$ cat src/rtl/serial_frame_ctrl_pkg.sv
// Shared state encodings, default sizing and counter-width helper for the
// serial frame receive controller.
package serial_frame_ctrl_pkg;

   typedef enum logic [1:0] {
      S_IDLE  = 2'd0,
      S_DATA  = 2'd1,
      S_STOP  = 2'd2,
      S_BREAK = 2'd3
   } state_e;

   localparam int unsigned DEF_N   = 4;
   localparam int unsigned DEF_DIV = 1;

   // A one-cycle divider still needs a 1-bit counter to compare against.
   function automatic int unsigned div_cnt_width(input int unsigned div);
      return (div > 1) ? $clog2(div) : 1;
   endfunction

endpackage

$ cat src/rtl/serial_frame_ctrl_sipo.sv
// N-bit serial-in/parallel-out right-shift register; new bit enters the MSB,
// so after N shifts the first bit received sits in Q[0].
module sipo_shift_reg
   import serial_frame_ctrl_pkg::*;
#(
   parameter int unsigned N = DEF_N
) (
   input  logic         CLK,
   input  logic         RST,
   input  logic         EN,
   input  logic         in,
   output logic [N-1:0] Q
);

   logic [N-1:0] sr_q;

   generate
      if (N == 1) begin : g_single
         always_ff @(posedge CLK) begin
            if (RST) begin
               sr_q <= '0;
            end else if (EN) begin
               sr_q <= in;
            end
         end
      end else begin : g_multi
         always_ff @(posedge CLK) begin
            if (RST) begin
               sr_q <= '0;
            end else if (EN) begin
               sr_q <= {in, sr_q[N-1:1]};
            end
         end
      end
   endgenerate

   assign Q = sr_q;

endmodule

$ cat src/rtl/serial_frame_ctrl.sv
// Framed serial receive controller: detects start bits, strobes the shift
// register for N data samples, checks the stop bit, and holds the word on a
// VALID/READY port.
module serial_frame_ctrl
   import serial_frame_ctrl_pkg::*;
#(
   parameter int unsigned N   = DEF_N,
   parameter int unsigned DIV = DEF_DIV
) (
   input  logic         CLK,
   input  logic         RST,
   input  logic         RX_EN,
   input  logic         SIN,
   input  logic         READY,
   output logic [N-1:0] DATA,
   output logic         VALID,
   output logic         BUSY,
   output logic         FRAME_ERR,
   output logic         OVERRUN
);

   localparam int unsigned   BW       = $clog2(N + 1);
   localparam int unsigned   DW       = div_cnt_width(DIV);
   localparam logic [BW-1:0] BIT_LAST = BW'(N - 1);
   localparam logic [DW-1:0] DIV_LAST = DW'(DIV - 1);

   state_e        state_q;
   logic [BW-1:0] bit_cnt_q;
   logic [DW-1:0] div_cnt_q;
   logic [N-1:0]  data_q;
   logic          valid_q;
   logic          ferr_q;
   logic          ovr_q;

   logic [N-1:0]  sr;
   logic          strobe;
   logic          shift_en;
   logic          deliver;

   assign strobe   = (div_cnt_q == DIV_LAST);
   assign shift_en = (state_q == S_DATA) && strobe;
   assign deliver  = (state_q == S_STOP) && strobe && SIN;

   sipo_shift_reg #(.N(N)) u_sr (
      .CLK (CLK),
      .RST (RST),
      .EN  (shift_en),
      .in  (SIN),
      .Q   (sr)
   );

   always_ff @(posedge CLK) begin
      if (RST) begin
         state_q   <= S_IDLE;
         bit_cnt_q <= '0;
         div_cnt_q <= '0;
         data_q    <= '0;
         valid_q   <= 1'b0;
         ferr_q    <= 1'b0;
         ovr_q     <= 1'b0;
      end else begin
         ferr_q <= 1'b0;

         case (state_q)
            S_IDLE: begin
               if (RX_EN && !SIN) begin
                  state_q   <= S_DATA;
                  bit_cnt_q <= '0;
                  div_cnt_q <= '0;
               end
            end
            S_DATA: begin
               if (strobe) begin
                  div_cnt_q <= '0;
                  if (bit_cnt_q == BIT_LAST) begin
                     state_q   <= S_STOP;
                     bit_cnt_q <= '0;
                  end else begin
                     bit_cnt_q <= bit_cnt_q + 1'b1;
                  end
               end else begin
                  div_cnt_q <= div_cnt_q + 1'b1;
               end
            end
            S_STOP: begin
               if (strobe) begin
                  div_cnt_q <= '0;
                  if (SIN) begin
                     state_q <= S_IDLE;
                  end else begin
                     state_q <= S_BREAK;
                     ferr_q  <= 1'b1;
                  end
               end else begin
                  div_cnt_q <= div_cnt_q + 1'b1;
               end
            end
            S_BREAK: begin
               if (SIN) begin
                  state_q <= S_IDLE;
               end
            end
            default: state_q <= S_IDLE;
         endcase

         // A delivery coinciding with a consume replaces the word in place.
         if (deliver) begin
            if (!valid_q || READY) begin
               data_q  <= sr;
               valid_q <= 1'b1;
            end else begin
               ovr_q <= 1'b1;
            end
         end else if (valid_q && READY) begin
            valid_q <= 1'b0;
         end
      end
   end

   assign DATA      = data_q;
   assign VALID     = valid_q;
   assign BUSY      = (state_q != S_IDLE);
   assign FRAME_ERR = ferr_q;
   assign OVERRUN   = ovr_q;

endmodule

$ cat config.mk
export PLATFORM = sky130hd
export DESIGN_NAME = serial_frame_ctrl
export DESIGN_NICKNAME = d
export VERILOG_FILES = /design/src/rtl/serial_frame_ctrl_pkg.sv /design/src/rtl/serial_frame_ctrl_sipo.sv /design/src/rtl/serial_frame_ctrl.sv
export SDC_FILE = /design/constraint.sdc
export NUM_CORES = 1
export LEC_CHECK = 0
export CORE_AREA = 2 2 41 43
export DETAILED_ROUTE_END_ITERATION = 12
export DIE_AREA = 0 0 43 45
export GPL_ROUTABILITY_DRIVEN = 0
export PLACE_DENSITY = 0.78
export SKIP_LAST_GASP = 1
export SYNTH_ARGS = -nofsm -noshare
export SYNTH_HDL_FRONTEND = slang
export SYNTH_HIERARCHICAL = 1
export SYNTH_SLANG_ARGS = --single-unit
$ cat constraint.sdc
create_clock -name CLK -period 1.53 [get_ports CLK]
set_input_delay 0.306 -clock CLK [delete_from_list [all_inputs] [get_ports CLK]]
set_output_delay 0.306 -clock CLK [all_outputs]
set_load 0.02 [all_outputs]
# Word-level counts from Yosys, hierarchy flattened
# Index checks and enable logic that the tools add are counted.
[op_classes]
bitwise_logic = 3
shifts = 0
reduce_logical = 21
n_lt_le_gt_ge = 0
eq_ne = 10
muxes = 18
mul = 0
n_addsub = 2
div = 0
[op_table]
columns = ["operator", "n"]
rows = [
  ["$mux 2", 6],
  ["$mux 3", 3],
  ["$ne 2x2->1 const B", 4],
  ["$pmux 2 s4", 1],
  ["$reduce_and 2->1", 4],
  ["$reduce_bool 2->1", 4],
  ["$mux 1", 6],
  ["$pmux 3 s2", 1],
  ["$logic_and 1x1->1", 5],
  ["$reduce_and 5->1", 1],
  ["$eq 2x2->1 const B", 2],
  ["$ne 2x1->1 const B", 2],
  ["$add 3x1->3 const B", 1],
  ["$eq 3x2->1 const B", 1],
  ["$not 1->1", 3],
  ["$reduce_and 3->1", 1],
  ["$reduce_or 3->1", 1],
  ["$eq 2x1->1 const B", 1],
  ["$logic_not 1->1", 2],
  ["$logic_not 2->1", 1],
  ["$pmux 1 s2", 1],
  ["$reduce_or 2->1", 1],
  ["$add 1x1->1 const B", 1],
  ["$logic_or 1x1->1", 1],
]
[totals]
latchBits = 0
in_bits = 5
regBits = 17
word_cells = 62
romBits = 0
output_inout_bits = 8
mem_count = 0
ram_bits = 0

# Logic depth before layout (Yosys ltp)
# Gate-level depths: netlist of the first run.
[depth]
ltp_word = 5
depth_mapped = 4
depth_no_buf = 4

# By module
# Netlist of the first run, hierarchy kept.
[modules_own_cells]
columns = ["mod", "area_per_inst_um2", "seq_area_each_um2", "cells_each", "instances"]
rows = [
  ["serial_frame_ctrl", 543.0, 240.2, 55, 1],
  ["sipo_shift_reg", 140.1, 80.1, 13, 1],
]

# Worst setup path after synthesis of the first run
# No wires, ideal clock.
[synth_timing]
path_kind = "register -> register"
start = "register state_q[1]"
end = "register u_sr.sr_q[0], in the netlist u_sr/Q[0]"
arrival_ps = 982
slack_ps = 434
path_stages_with_launch = 5
path_buffers = 1
required_time_ps = 1416
synth_period_minus_slack_ps = 1096
setup_time_ps = 114
path_cell_list = "dfxtp_1 -> and2b_4 -> clkbuf_2 -> mux2i_1 -> nor2_1"
[synth_between]
elab_chain_len = 2
[synth_rtl]
columns = ["item", "line", "rtl"]
rows = [
  ["from (decl)", "serial_frame_ctrl.sv:27", "state_e state_q;"],
  ["from (signal assigned)", "serial_frame_ctrl.sv:54", "state_q <= S_IDLE;"],
  ["from (signal assigned)", "serial_frame_ctrl.sv:67", "state_q <= S_DATA;"],
  ["from (signal assigned)", "serial_frame_ctrl.sv:76", "state_q <= S_STOP;"],
  ["$eq 2x1->1", "serial_frame_ctrl.sv:41", "assign shift_en = (state_q == S_DATA) && strobe;"],
  ["$logic_and 1x1->1", "serial_frame_ctrl.sv:41", ""],
  ["net shift_en", "serial_frame_ctrl.sv:37", "logic shift_en;"],
  ["to (signal assigned)", "serial_frame_ctrl_sipo.sv:31", "sr_q <= {in, sr_q[N-1:1]};"],
  ["to (decl)", "serial_frame_ctrl_sipo.sv:15", "logic [N-1:0] sr_q;"],
]
# The timed path passes the listed nets, and every way through them passes these cells.
# A chain may end at the register's enable or synchronous reset.

# Worst setup path in the final report of the first run
[layout_timing]
start = "register state_q[1]"
end = "output port BUSY"
[layout_between]
elab_chain_len = 1
[layout_rtl]
columns = ["item", "line", "rtl"]
rows = [
  ["$reduce_bool 2->1", "serial_frame_ctrl.sv:122", "assign BUSY = (state_q != S_IDLE);"],
  ["to (decl)", "serial_frame_ctrl.sv:17", "output logic BUSY,"],
]
# No other way between the ends.

==> impl_metrics.yaml, run 1 <==
global_route:
  grt_util_met1: 0.166
  grt_use_met3: 0.0360
  gr-total-overflow: 0
  grt_util_met2: 0.200
  grt_max_degree: 22
  grt_first_pass_wirelength_microns: 1880
  grt_pass1_vias: 463
  grtUsageTotal: 0.133
  top_usage_layer: "met2"
  antenna_found_initial: 0
sta:
  final_hold_viol_count: 0
  setup_slack_ns: 0.176
  setup_tns_ns: 0
  min_period_ns: 1.35
  worstMarginPinSlew_ns: 0.272
  skew_ns: 0.00258
  finalCritPeriodShare: 0.885
  relSlewSlack: 0.818
  setup_viol: 0
  slew_violations: 0
  rsz0062_at_grt: "false"
  fmax_mhz: 738
placement:
  pre_cts_slack_ns: 0.0398
  placed_area_sq_um: 846
  post-dp-hpwl_microns: 813
  numPortBuffers: 12
  post-place-cells: 97
power_and_ir_drop:
  p_leak_nw: 0.416
  ir_drop_mv: 0.622
  p_per_area_mw_per_mm2: 877
die:
  die_x_microns: 43
  coreArea_sq_mm: 0.00147
  dieArea_sq_mm: 0.00194
  die-height_microns: 45
  initial_core_util: 0.464
  num_rows: 14
  io_pins: 13
worst_setup_path:
  cp.depth: 2
  worstPathRequired_ns: 1.22
  cp_slowest_cell: "dfxtp_1"
  critical_path_class: "register to output pin"
  crit_chain: "or2_2 -> clkbuf_2"
  cp-start-kind: "register"
  max_stage_delay_ns: 0.32
  reg2reg_depth: 4
  crit_buf_inv: 1
  endpoint_kind: "output pin"
  crit_fanout: 2
  cpLargestDelayFamily: "flip-flops"
  arrival_ns: 1.05
clock_network:
  cts-htree-levels: 1
  post-cts-setup-buffers: 0
  clk_path_buf_depth: 2
  cts-resized-gates: 4
  cts.sinks: 16
  cts.reportedPaths.clkPinSlew_ns: 0.08
  postCtsHoldBufs: 0
  tritoncts: "done"
  cts_buffers: 3
  clockRootBuffer: "clkbuf_4"
  clk_latency_ns: 0.27
run_status:
  status: "complete, no violations"
flow_run:
  cap_violations: 0
route:
  wirelength_microns: 1080
  dr.first_iter.drc_count: 5
  viasPerCell: 4.99
  vias: 499
  ant_nets: 0
  drtPass1Iterations: 4
  wl_per_cell_microns: 10.8
  drcViolationCount: 0
final_layout:
  fillers: 134
  nets: 92
  areaGrowthSynthToFinish_pct: 27.3
  drive_gt1_frac: 0.167
  final_area_sq_um: 870
  finalNonFillerCells: 100
  antennaDiodeCount: 0
yosys:
  syn_nets: 74
  yosysSeqAreaShare: 0.469
  synth-seq-cells: 16
  ys_types: 26
  ys_warn_count: 6
  syn-cell-area_sq_um: 683
  syn_inst: 68
  syn_area_per_cell_sq_um: 10.0
min_path:
  hold_path.class: "register to register"
  worstHoldPathCells: 2
[stage by stage]
step | power [W] | utilization | hold WS, ns
floorplan | 0.000523 | - | 0.378
global placement | 0.000569 | 0.575 | 0.448
detailed placement | 0.000572 | 0.575 | 0.459
CTS | 0.000776 | 0.587 | 0.470
global route | 0.000811 | 0.591 | 0.495
finish | 0.000762 | 0.591 | 0.466
[tightest hold or removal path, delay by kind of cell, from the launching register on]
kind             cells  cell delay [ns]
AO/OA/AOI/OAI        1             0.03
AND/OR/NAND/NOR      1             0.07
flip-flops           1             0.33
[cells by family (layout without fill, tap and decap cells)]
family,count (synthesis),in the layout,synth area share
AND/OR/NAND/NOR,26,26,0.238
adder cells (fa/ha/maj),1,1,0.0183
flip-flops,16,16,0.469
multiplexers,8,8,0.117
AO/OA/AOI/OAI,11,11,0.112
buffers and inverters,6,22,0.0458
[area by class of cell]
class | count | area [sq um] | share of cell area
tap | 16 | 20.0 | 0.0230
inverter | 3 | 11.3 | 0.0129
multi-input combinational | 46 | 332 | 0.381
sequential | 16 | 320 | 0.368
clock buffer | 3 | 22.5 | 0.0259
timing repair buffer | 16 | 164 | 0.188
[final timing paths]
check | from | endpoint | slack (ns)
setup / recovery | state_q[1] | BUSY | 0.18
hold / removal | bit_cnt_q[2] | bit_cnt_q[2] | 0.47
setup reg to reg | state_q[0] | DATA[1] | 0.30
hold reg to reg | bit_cnt_q[2] | bit_cnt_q[2] | 0.47
[report_power, final]
part,internal [W],switching (W)
Combinational,0.0000635,0.0000583
Clock,0.0000911,0.000114
Sequential,0.000429,0.00000629
[cell usage in the layout, fill, tap and decap left out]
cell and n:
o21ai_2 1, clkbuf_2 1, dfxtp_1 16, o21bai_1 1, nand3b_1 1, and3_1 1
nand3b_2 1, nor2_1 5, nand2_1 1, a21oi_1 5, clkinv_1 1, mux2i_1 8
inv_1 2, o21ba_1 1, nor2b_1 1, and2b_4 1, nor4b_1 1, nor2b_2 1
clkbuf_4 3, buf_4 3, o21ai_1 1, a211oi_2 1, nand2b_1 12, or2_2 1
buf_12 1, a211oi_1 1, dlymetal6s2s_1 4, clkdlybuf4s50_1 4, ha_1 1, dlygate4sd2_1 3
[sequential cells by signal, summed over array words and instances (netlist names)]
| name | cells |
|---|---|
| VALID | 1 |
| state_q | 2 |
| u_sr/Q | 4 |
| FRAME_ERR | 1 |
| DATA | 4 |
| OVERRUN | 1 |
| bit_cnt_q | 3 |
[Yosys cell counts]
cell type  count  area (sq um)
and3_1         1          6.26
buf_6          1          11.3
nand2b_1      12          75.1
nand2_1        1          3.75
a211oi_2       1          12.5
nand3b_1       1          7.51
and2b_4        1          10.0
clkinv_1       1          3.75
o21ba_1        1          10.0
o21ai_1        1          5.00
dfxtp_1       16           320
o21bai_1       1          7.51
nor2b_2        1          8.76
inv_1          2          7.51
nor2_1         5          18.8
mux2i_1        8          80.1
a21oi_1        5          25.0
clkbuf_2       1          5.00
clkbuf_1       1          3.75
a211oi_1       1          7.51
o21ai_2        1          8.76
nor2b_1        1          6.26
ha_1           1          12.5
nor4b_1        1          8.76
or2_2          1          6.26
nand3b_2       1          11.3
[metal layers]
metal  part of all wire  wire length (microns)
met1               0.47                    507
met2               0.49                    523
met3              0.042                     45
met5                  0                      0
met4                  0                      0
No activity file was read; power rests on OpenSTA's default activity.
==> run 2: changes to the inputs <==
ABC_CLOCK_PERIOD_IN_PS = 1530   (was unset)
MAX_ROUTING_LAYER = met4   (was unset)
SETUP_SLACK_MARGIN = 0.3   (was unset)
==> impl_metrics.yaml, run 2 (synthesized netlist as in run 1, its figures left out) <==
power_and_ir_drop:
  p_seq_frac: 0.564
  p_per_area_mw_per_mm2: 901
  switching_share: 0.234
  combPwrFrac: 0.173
  p_leak_nw: 0.362
  p_sw_w: 0.000181
  power_frac_clock: 0.263
  power.internal_w: 0.000593
  ir_drop_mv: 0.613
  finalPower_w: 0.000774
route:
  ant_nets: 0
  wl_per_cell_microns: 11.3
  drcViolationCount: 0
  viasPerCell: 5.09
  vias: 509
  wirelength_microns: 1130
  drtPass1Iterations: 4
  dr.first_iter.drc_count: 6
flow_run:
  cap_violations: 0
die:
  initial_core_util: 0.464
  dieArea_sq_mm: 0.00194
  num_rows: 14
  coreArea_sq_mm: 0.00147
  io_pins: 13
  die-height_microns: 45
  die_x_microns: 43
final_layout:
  fillers: 134
  final_common_cell: "dfxtp_1"
  final_cell_mix: "dfxtp_1, nand2b_1, mux2i_1, a21oi_1, nor2_1"
  antennaDiodeCount: 0
  nets: 92
  areaGrowthSynthToFinish_pct: 25.6
  drive_gt1_frac: 0.262
run_status:
  status: "complete, no violations"
global_route:
  grt_first_pass_wirelength_microns: 1880
  antenna_found_initial: 0
  grt_max_degree: 22
  grt_pass1_vias: 457
  gr-total-overflow: 0
  grtUsageTotal: 0.137
sta:
  relSlewSlack: 0.818
  fmax_mhz: 788
  rsz0062_at_grt: "true"
  slew_violations: 0
  final_hold_viol_count: 0
  min_period_ns: 1.27
  setup_viol: 0
  skew_ns: 0.000628
  setup_tns_ns: 0
  finalCritPeriodShare: 0.830
  worstMarginPinSlew_ns: 0.271
clock_network:
  cts-htree-levels: 1
  cts.reportedPaths.clkPinSlew_ns: 0.08
  cts.sinks: 16
  clockRootBuffer: "clkbuf_4"
  clk_path_buf_depth: 2
  clk_latency_ns: 0.27
  postCtsHoldBufs: 0
  cts_buffers: 3
  tritoncts: "done"
worst_setup_path:
  arrival_ns: 0.96
  endpoint_kind: "output pin"
  max_stage_delay_ns: 0.32
  reg2reg_depth: 4
  crit_chain: "or2_4 -> buf_6"
  critical_path_class: "register to output pin"
  cp-start-kind: "register"
  crit_fanout: 2
  worstPathRequired_ns: 1.22
  cp_slowest_cell: "dfxtp_1"
placement:
  post-dp-hpwl_microns: 813
  numPortBuffers: 12
min_path:
  worstHoldPathCells: 2
  hold_path.class: "register to register"
## run 2: area by class of cell
cell class                 count  area (sq um)  share of cell area
clock buffer                   3          22.5              0.0262
inverter                       3          11.3              0.0131
multi-input combinational     46           348               0.405
sequential                    16           322               0.375
tap                           16          20.0              0.0233
timing repair buffer          16           135               0.157
## run 2: final timing paths
kind	from	endpoint	slack, ns
hold / removal	bit_cnt_q[2]	bit_cnt_q[2]	0.47
setup reg to reg	state_q[1]	bit_cnt_q[0]	0.37
setup / recovery	state_q[0]	BUSY	0.26
hold reg to reg	bit_cnt_q[2]	bit_cnt_q[2]	0.47
## run 2: what timing repair did
| action | 4_1_cts | 5_1_grt |
|---|---|---|
| gates cloned | 0 | 0 |
| pin swaps | 0 | 1 |
| setup endpoints to repair | 9 | 9 |
| gates resized for setup | 20 | 13 |
| buffers inserted | 0 | 0 |
## run 2: per-layer routing
layer	share of wire	vias up	track usage
met3	0.043	0	0.0360
met2	0.49	11	0.197
li1	-	262	-
met4	0	0	0.0909
met1	0.46	236	0.169
met5	0	-	-
## run 2: power by group through the flow
stage               clock network (W)  logic (W)  registers, W
CTS                          0.000216   0.000126      0.000436
global placement                    0   0.000124      0.000445
finish                       0.000203   0.000134      0.000437
global route                 0.000240   0.000145      0.000438
detailed placement                  0   0.000127      0.000445
floorplan                           0  0.0000717      0.000452
## run 2: per-stage QoR
stage / setup slack (ns) / area [sq um] / util / hold WS [ns] / cells
floorplan: 0.434 / 683 / - / 0.378 / 68
global placement: 0.0704 / 846 / 0.575 / 0.448 / 97
detailed placement: 0.0398 / 846 / 0.575 / 0.459 / 97
CTS: 0.0647 / 877 / 0.596 / 0.470 / 100
global route: 0.216 / 858 / 0.583 / 0.496 / 100
finish: 0.260 / 858 / 0.583 / 0.465 / 100
## run 2: worst max-delay path: cells and delay by family (launching register included)
family,cells,cell delay (ns)
and+or+nand+nor,1,0.25
buffers and inverters,1,0.13
DFF,1,0.32
==> run 3: changes to the inputs <==
ABC_CLOCK_PERIOD_IN_PS = 1120   (was 1530)
CORE_AREA = 2 2 43 45   (was 2 2 41 43)
DIE_AREA = 0 0 45 47   (was 0 0 43 45)
PLACE_DENSITY = 0.75   (was 0.78)
clock period = 1.12 ns   (was 1.53 ns; I/O delays follow)
==> impl_metrics.yaml, run 3 (synthesized netlist as in run 1, its figures left out) <==
final_layout:
  nets: 106
  final_cell_mix: "buf_6, buf_4, nand2b_1, dfxtp_2, mux2i_1"
  areaGrowthSynthToFinish_pct: 58.2
  fillers: 128
  drive_gt1_frac: 0.545
  antennaDiodeCount: 0
  final_area_sq_mm: 0.00108
  regArea_sq_um: 332
  post-route-util: 0.655
  multi_input_area_sq_um: 393
clock_network:
  cts.sinks: 16
  cts_buffers: 3
  clockRootBuffer: "clkbuf_4"
  cts.reportedPaths.clkPinSlew_ns: 0.10
  tritoncts: "done"
  clk_latency_ns: 0.28
  clk_path_buf_depth: 2
  cts-htree-levels: 1
sta:
  slew_violations: 0
  setup_viol: 8
  skew_ns: 0.00304
  setup_tns_ns: -0.426
  min_period_ns: 1.20
  relSlewSlack: 0.827
  final_hold_viol_count: 0
  worstMarginPinSlew_ns: 0.257
  rsz0062_at_grt: "true"
  setup_slack_ns: -0.0836
  fmax_mhz: 831
  finalCritPeriodShare: 1.07
global_route:
  grtUsageTotal: 0.144
  antenna_found_initial: 0
  grt_first_pass_wirelength_microns: 2100
  grt_pass1_vias: 502
  gr-total-overflow: 0
  grt_max_degree: 13
placement:
  post-dp-hpwl_microns: 860
  placed_area_sq_um: 897
  numPortBuffers: 12
worst_setup_path:
  crit_path_start: "state_q[1]"
  max_stage_delay_ns: 0.33
  cpLargestDelayFamily: "flip-flops"
  reg2reg_depth: 4
  endpoint_kind: "output pin"
  crit_buf_inv: 1
  cp_slowest_cell: "dfxtp_2"
  worstPathRequired_ns: 0.90
  arrival_ns: 0.98
  cp-start-kind: "register"
  crit_chain: "or2_4 -> buf_6"
  crit_fanout: 2
  r2r_slack_ns: -0.07
  rr_startpoint: "state_q[1]"
  critical_path_class: "register to output pin"
  r2r-end: "u_sr/Q[0]"
die:
  dieArea_sq_mm: 0.00212
  num_rows: 15
  initial_core_util: 0.414
  die-height_microns: 47
  coreArea_sq_mm: 0.00165
  io_pins: 13
  die_x_microns: 45
route:
  vias: 538
  top_layer: "met4"
  wl_met2_microns: 671
  viasPerCell: 4.64
  dr.first_iter.drc_count: 3
  wl_met3_microns: 24
  wirelength_microns: 1320
  drtPass1Iterations: 2
  wl_per_cell_microns: 11.3
  ant_nets: 0
  wl_met1_microns: 603
  drcViolationCount: 0
power_and_ir_drop:
  ir_drop_mv: 0.969
  p_per_area_mw_per_mm2: 1130
  finalPower_w: 0.00123
  p_leak_nw: 0.474
min_path:
  hold_end: "bit_cnt_q[0]"
  hp-start: "RX_EN"
  hold_path.class: "input pin to register"
  worstHoldPathCells: 4
flow_run:
  cap_violations: 0
run_status:
  status: "finished, violations left"
  violations: "setup timing"
==> run 3: changes by cell type in the layout (fill, tap and decap cells not counted), sizes merged <==
cell	before	now
dlygate4sd2	0	1
clkinv	1	0
buf	7	26
clkdlybuf4s15	1	0
dlymetal6s2s	0	1
clkdlybuf4s50	4	2
inv	2	3
clkbuf	7	4
==> run 3: worst max-delay path by stage <==
| stage | slack [ns] | cells past startpoint | to |
|---|---|---|---|
| after CTS | -0.09 | 2 | BUSY |
| after floorplan | 0.08 | 4 | u_sr/Q[3] |
| after global routing | -0.12 | 2 | BUSY |
| after global placement | -0.27 | 4 | DATA[0] |
| after detailed placement | -0.30 | 4 | DATA[3] |
| final | -0.08 | 2 | BUSY |
==> run 3: cell type report <==
cell class,count,share of cell area
multi-input combinational,46,0.363
sequential,16,0.307
timing repair buffer,30,0.264
clock buffer,4,0.0336
tap,17,0.0197
inverter,3,0.0127
==> run 3: per-stage QoR <==
stage               worst slack, ns  hold WS, ns  cells
floorplan                    0.0805        0.296     68
global placement             -0.268        0.449    106
detailed placement           -0.303        0.460    106
CTS                         -0.0889        0.458    113
global route                 -0.118        0.480    116
finish                      -0.0836        0.466    116
==> run 3: timing repair <==
item                                    CTS  global route
hold buffers                              0             0
cloned                                    0             0
endpoints found under the setup margin   24            24
setup buffers                             3             3
pin swaps                                 5             3
gates resized for setup                  70             7
==> run 3: where the power goes <==
| part | internal (W) | switching, W |
|---|---|---|
| Clock | 0.000198 | 0.000179 |
| Combinational | 0.000145 | 0.000106 |
| Sequential | 0.000588 | 0.0000106 |
| Total | 0.000931 | 0.000296 |
==> run 3: worst min-delay path, cell delays in order <==
cell and delay, ns:
dlymetal6s2s_1 0.15, nand2b_4 0.08, a211oi_1 0.08, a211oi_2 0.17
==> run 3: metal layers <==
metal | vias up | GRT usage
li1 | 287 | -
met1 | 245 | 0.164
met2 | 4 | 0.246
met3 | 2 | 0.0231
met4 | 0 | 0.0706
met5 | - | -
